[src/rtl/perm_pkg.sv]
// Shared constants and FSM state encoding for the permutation sort controller.
// Latency: n/a (types and constants only).
// Backpressure: n/a.
package perm_pkg;

    localparam int N     = 8;
    localparam int IDX_W = $clog2(N);
    localparam int ENT_W = IDX_W + 1;

    // CHECK is always part of the encoding so state values do not shift
    // between builds with and without the validity pass.
    typedef enum logic [2:0] {
        IDLE  = 3'd0,
        CHECK = 3'd1,
        SCAN  = 3'd2,
        SWAP  = 3'd3,
        DONE  = 3'd4,
        ERR   = 3'd5
    } state_t;

endpackage

[src/rtl/perm_checker.sv]
// Validity pass: walks r[0..N-1] one entry per cycle while go is high, tracking a seen mask.
// Latency: fin on the Nth cycle of go; valid is meaningful in that same cycle.
// Backpressure: none; the caller holds go for the whole pass and drops it to clear state.
// Ports: clk, init (sync active-high reset), go (run enable), r (live entries),
//        valid (no bit-3 entry and no repeated value so far), fin (last entry this cycle).
module perm_checker #(
    parameter int N     = perm_pkg::N,
    parameter int IDX_W = perm_pkg::IDX_W,
    parameter int ENT_W = perm_pkg::ENT_W
) (
    input  logic             clk,
    input  logic             init,
    input  logic             go,
    input  logic [ENT_W-1:0] r [N-1:0],
    output logic             valid,
    output logic             fin
);

    logic [IDX_W-1:0] pos_q;
    logic [N-1:0]     seen_q;
    logic             bad_q;

    logic [ENT_W-1:0] ent;
    logic             bad_now;

    assign ent     = r[pos_q];
    // An out-of-range entry (bit 3) or a value already seen breaks the permutation.
    assign bad_now = ent[ENT_W-1] | seen_q[ent[IDX_W-1:0]];

    assign fin   = go && (pos_q == IDX_W'(N-1));
    assign valid = !(bad_q | bad_now);

    always_ff @(posedge clk) begin
        if (init || !go) begin
            pos_q  <= '0;
            seen_q <= '0;
            bad_q  <= 1'b0;
        end else begin
            pos_q  <= pos_q + IDX_W'(1);
            seen_q <= seen_q | (N'(1) << ent[IDX_W-1:0]);
            bad_q  <= bad_q | bad_now;
        end
    end

endmodule

[src/rtl/perm_sort_ctrl.sv]
// Swap-command initiator: issues one register-file swap at a time until r[i]==i for all i.
// Latency: start to done = 8 + 2*swaps cycles (+8 with the CHECK pass).
// Backpressure: none; r must stay untouched by other agents while busy.
// Ports: clk, init (sync active-high reset), start, r (live entries) in;
//        swap/x/y (registered swap command), busy, done, err (pulses), swap_cnt out.
// Build option: PERM_SORT_CHECK_EN adds an N-cycle validity pass before scanning.
module perm_sort_ctrl #(
    parameter int N     = perm_pkg::N,
    parameter int IDX_W = perm_pkg::IDX_W,
    parameter int ENT_W = perm_pkg::ENT_W
) (
    input  logic             clk,
    input  logic             init,
    input  logic             start,
    input  logic [ENT_W-1:0] r [N-1:0],
    output logic             swap,
    output logic [IDX_W-1:0] x,
    output logic [IDX_W-1:0] y,
    output logic             busy,
    output logic             done,
    output logic             err,
    output logic [IDX_W-1:0] swap_cnt
);
    import perm_pkg::*;

    // Entry N-1 is implied correct once 0..N-2 are, so the scan stops at N-2.
    localparam logic [IDX_W-1:0] LAST_IDX  = IDX_W'(N-2);
    // A valid permutation never needs more than N-1 swaps.
    localparam logic [IDX_W-1:0] MAX_SWAPS = IDX_W'(N-1);

    state_t           state_q, state_d;
    logic [IDX_W-1:0] idx_q, idx_d;
    logic [IDX_W-1:0] cnt_q, cnt_d;
    logic             swap_q, swap_d;
    logic [IDX_W-1:0] x_q, x_d;
    logic [IDX_W-1:0] y_q, y_d;

    logic             chk_go;
    logic             chk_valid;
    logic             chk_fin;
    logic [IDX_W-1:0] cur;

    assign chk_go = (state_q == CHECK);
    assign cur    = r[idx_q][IDX_W-1:0];

`ifdef PERM_SORT_CHECK_EN
    localparam state_t START_ST = CHECK;

    perm_checker #(
        .N     (N),
        .IDX_W (IDX_W),
        .ENT_W (ENT_W)
    ) u_checker (
        .clk   (clk),
        .init  (init),
        .go    (chk_go),
        .r     (r),
        .valid (chk_valid),
        .fin   (chk_fin)
    );
`else
    localparam state_t START_ST = SCAN;

    // CHECK is unreachable here; tie its exit so it would fall through to SCAN.
    assign chk_valid = 1'b1;
    assign chk_fin   = 1'b1;

    // Bit 3 of each entry plays no part in this build.
    logic [N-1:0] unused_msb;
    for (genvar g = 0; g < N; g++) begin : g_unused
        assign unused_msb[g] = r[g][ENT_W-1];
    end
    logic unused_go;
    assign unused_go = chk_go;
`endif

    always_comb begin
        state_d = state_q;
        idx_d   = idx_q;
        cnt_d   = cnt_q;
        swap_d  = 1'b0;
        x_d     = x_q;
        y_d     = y_q;
        case (state_q)
            IDLE: begin
                if (start) begin
                    cnt_d   = '0;
                    idx_d   = '0;
                    state_d = START_ST;
                end
            end
            CHECK: begin
                if (chk_fin) begin
                    state_d = chk_valid ? SCAN : ERR;
                end
            end
            SCAN: begin
                if (cur == idx_q) begin
                    if (idx_q == LAST_IDX) begin
                        state_d = DONE;
                    end else begin
                        idx_d = idx_q + IDX_W'(1);
                    end
                end else if (cnt_q == MAX_SWAPS) begin
                    state_d = ERR;
                end else begin
                    // Send the entry to its home slot; idx is rescanned afterwards.
                    x_d     = idx_q;
                    y_d     = cur;
                    swap_d  = 1'b1;
                    state_d = SWAP;
                end
            end
            SWAP: begin
                cnt_d   = cnt_q + IDX_W'(1);
                state_d = SCAN;
            end
            DONE:    state_d = IDLE;
            ERR:     state_d = IDLE;
            default: state_d = IDLE;
        endcase
    end

    always_ff @(posedge clk) begin
        if (init) begin
            state_q <= IDLE;
            idx_q   <= '0;
            cnt_q   <= '0;
            swap_q  <= 1'b0;
            x_q     <= '0;
            y_q     <= '0;
        end else begin
            state_q <= state_d;
            idx_q   <= idx_d;
            cnt_q   <= cnt_d;
            swap_q  <= swap_d;
            x_q     <= x_d;
            y_q     <= y_d;
        end
    end

    assign swap     = swap_q;
    assign x        = x_q;
    assign y        = y_q;
    assign swap_cnt = cnt_q;
    assign busy     = (state_q == CHECK) || (state_q == SCAN) || (state_q == SWAP);
    assign done     = (state_q == DONE);
    assign err      = (state_q == ERR);

endmodule

[config.mk]
export PLATFORM = sky130hd
export DESIGN_NAME = perm_sort_ctrl
export DESIGN_NICKNAME = d
export VERILOG_FILES = /design/src/rtl/perm_pkg.sv /design/src/rtl/perm_checker.sv /design/src/rtl/perm_sort_ctrl.sv
export SDC_FILE = /design/constraint.sdc
export NUM_CORES = 1
export LEC_CHECK = 0
export CAP_MARGIN = 20
export CORE_UTILIZATION = 65
export CTS_CLUSTER_DIAMETER = 100
export CTS_CLUSTER_SIZE = 20
export DETAILED_ROUTE_END_ITERATION = 16
export DONT_BUFFER_PORTS = 1
export GPL_TIMING_DRIVEN = 0
export PLACE_DENSITY = 0.79
export SYNTH_ARGS = -nofsm -noshare
export SYNTH_HDL_FRONTEND = slang
export SYNTH_SLANG_ARGS = --single-unit
[constraint.sdc]
create_clock -name clk -period 5.7 [get_ports clk]
set_input_delay 0.57 -clock clk [delete_from_list [all_inputs] [get_ports clk]]
set_output_delay 0.57 -clock clk [all_outputs]
set_load 0.03 [all_outputs]
==> qor.yml <==
first_pass_iters: 4
synth_common_cells: "dfxtp_1 (16), nand2_1 (13), nor2_1 (13)"
path_cells: "buf_2 > mux4_2 > nand2_1 > o21ai_2 > o21ai_4 > mux2_2"
hold_violations: 0
peakVddDrop_uv: 195
cpMaxStageDelayCell: "mux4_2"
totalWireLength_um: 2680
hold_class: "in -> reg"
netlist_instances: 138
grt_antenna_before_repair: 0
rows: 14
netlist.top_cell.by_area: "dfxtp_1"
slew_headroom_pct: 54.3
fin_tns_setup_ps: 0
initialDrtViolationCount: 49
cap_violations: 0
crit_type: "reg -> reg"
p_sw_uw: 114
drive_gt1_share_pct: 14.8
yosysMostFrequentCell: "dfxtp_1"
crit_family: "multiplexers"
arrival_ps: 2450
grtUsageTotal_pct: 31.3
dpl.hpwl_um: 2060
vias_per_cell: 6.39
p_clk_share_pct: 24.7
cts_max_path_buffers: 2
port-buffer-count: 0
cts_root_buf: "clkbuf_4"
io_pins: 48
synth.cell_area_um2: 1170
wl_per_cell_um: 16.1
fmax_mhz: 441
core_area_um2: 1590
cp-end-kind: "flip-flop"
synth_seq_area_share_pct: 27.4
syn_avg_cell_area_um2: 8.46
critPathBufInv: 1
cts_setup_buffers: 0
clock-sinks: 16
synth_warnings: 0
final.fill_count: 118
die_y_um: 44.4
swShare_pct: 36.9
rsz0062_at_grt: "false"
max_stage_delay_ps: 540
post-place-cells: 162
areaGrowthSynthToFinish_pct: 5.68
fin_nets: 182
setup_violations: 0
grt_max_degree: 11
synth-edff-count: 0
grt_pass1_vias: 1054
die_w_um: 44.4
ant_nets: 0
gp_congestion: 0.992
power.leakage_nw: 0.449
start_util_pct: 73.2
h-tree-depth: 1
grt_pass1_wl_um: 4540
worst_pin_slew_ps: 683
synth_fp_nets: 177
overflow: 0
status: "finished, final reports clean"
cts_tree: "built"
power_density_nw_per_um2: 250
pwr-share-seq_pct: 47.0
final_cell_count_no_fill: 166
cts_hold_buf: 0
finalClockSkew_ps: 3.88
period_share_pct: 39.8
drv_slew: 0
cts_made_buffers: 3
cts_resized: 0
dieArea_um2: 1970
path_clk_slew_ps: 100
start_kind: "flip-flop"
p_comb_share_pct: 28.3
n_antenna_cell: 0
cp.required_ps: 5890
drc: 0
yosys.cell_types.count: 41
vias: 1061
ys_ff_latch: 16
dominantRegCellSynth: "dfxtp_1"
async_reset_ff_share_pct: 0
internal_power_uw: 194
synth_area_leaders: "dfxtp_1 (27%), mux4_2 (9.6%), nand2b_1 (4.8%)"
synth_top_area_share_pct: 27.4
worstSkewPairLatency_ps: 290
period_needed_ps: 2270
crit_fanout: 10
flip-flops by register name (all words and copies together), names as in the netlist:
name      flops
idx_q         3
swap          1
state_q       3
x             3
swap_cnt      3
y             3
per-layer routing:
layer / share of wire (%) / GRT usage [%]
met4: 1.6 / 9.70
met5: 0 / 0
met1: 40 / 36.8
met2: 52 / 55.9
met3: 6.5 / 7.76
power groups by stage:
stage	combinational [mW]	sequential, mW	clock [mW]
after floorplan	0.0711	0.144	0
after global placement	0.0818	0.146	0
after detailed placement	0.0853	0.147	0
after CTS	0.0861	0.145	0.0759
after global routing	0.0973	0.146	0.0796
final	0.0871	0.145	0.0762
stage by stage:
stage | cell area [um^2] | util, % | worst slack, ps | hold slack [ps] | power, mW
finish | 1230 | 77.4 | 3430 | 479 | 0.308
global route | 1230 | 77.4 | 3310 | 505 | 0.323
CTS | 1230 | 77.4 | 3440 | 480 | 0.307
detailed placement | 1200 | 75.1 | 3450 | 609 | 0.232
global placement | 1200 | 75.1 | 3510 | 602 | 0.228
floorplan | 1170 | - | 3650 | 575 | 0.215
cell families (layout without fill, tap and decap cells):
logic type / Yosys count / in the layout / synth area share [%]
buffers and inverters: 15 / 19 / 5.68
flip-flops: 16 / 16 / 27.4
adder cells (fa/ha/maj): 4 / 4 / 4.29
multiplexers: 12 / 12 / 15.9
AND/OR/NAND/NOR: 60 / 60 / 26.4
AO/OA/AOI/OAI: 31 / 31 / 20.4
cell type report:
cell class	instances	area, um^2	share of cell area (%)
multi-input combinational	107	781	63.3
tap	24	30.0	2.43
buffer	8	40.0	3.25
inverter	7	26.3	2.13
sequential	16	320	26.0
clock buffer	4	36.3	2.94
worst paths after layout:
| path | from | to | slack (ps) | depth (start not counted) |
|---|---|---|---|---|
| max | idx_q[0] | y[2] | 3430 | 6 |
| min | init | state_q[1] | 480 | 2 |
| max reg2reg | idx_q[0] | y[2] | 3430 | 6 |
| min reg2reg | y[1] | y[1] | 620 | 2 |
worst reg2reg max path: stages, from the launching register on:
cell	delay [ps]
dfxtp_1	390
buf_2	270
mux4_2	540
nand2_1	200
o21ai_2	150
o21ai_4	250
mux2_2	370
layout by cell type (no fill, tap or decap), types with 2 or more instances in the layout:
master    instances
clkbuf_4          3
a211oi_1          4
o211ai_1          4
a22oi_1           2
nand2_1          13
ha_1              4
dfxtp_1          16
mux4_2            5
a31oi_1           4
and2_1            2
and3_1            2
buf_2             2
clkbuf_1          5
a211o_1           2
mux2_2            2
o21ai_0           5
a21oi_1           2
or2_1             2
mux2i_1           5
nand3_1           5
nand2b_1          9
nor2_1           13
nor3_1            5
inv_1             7
No activity file was read; power rests on OpenSTA's default activity.
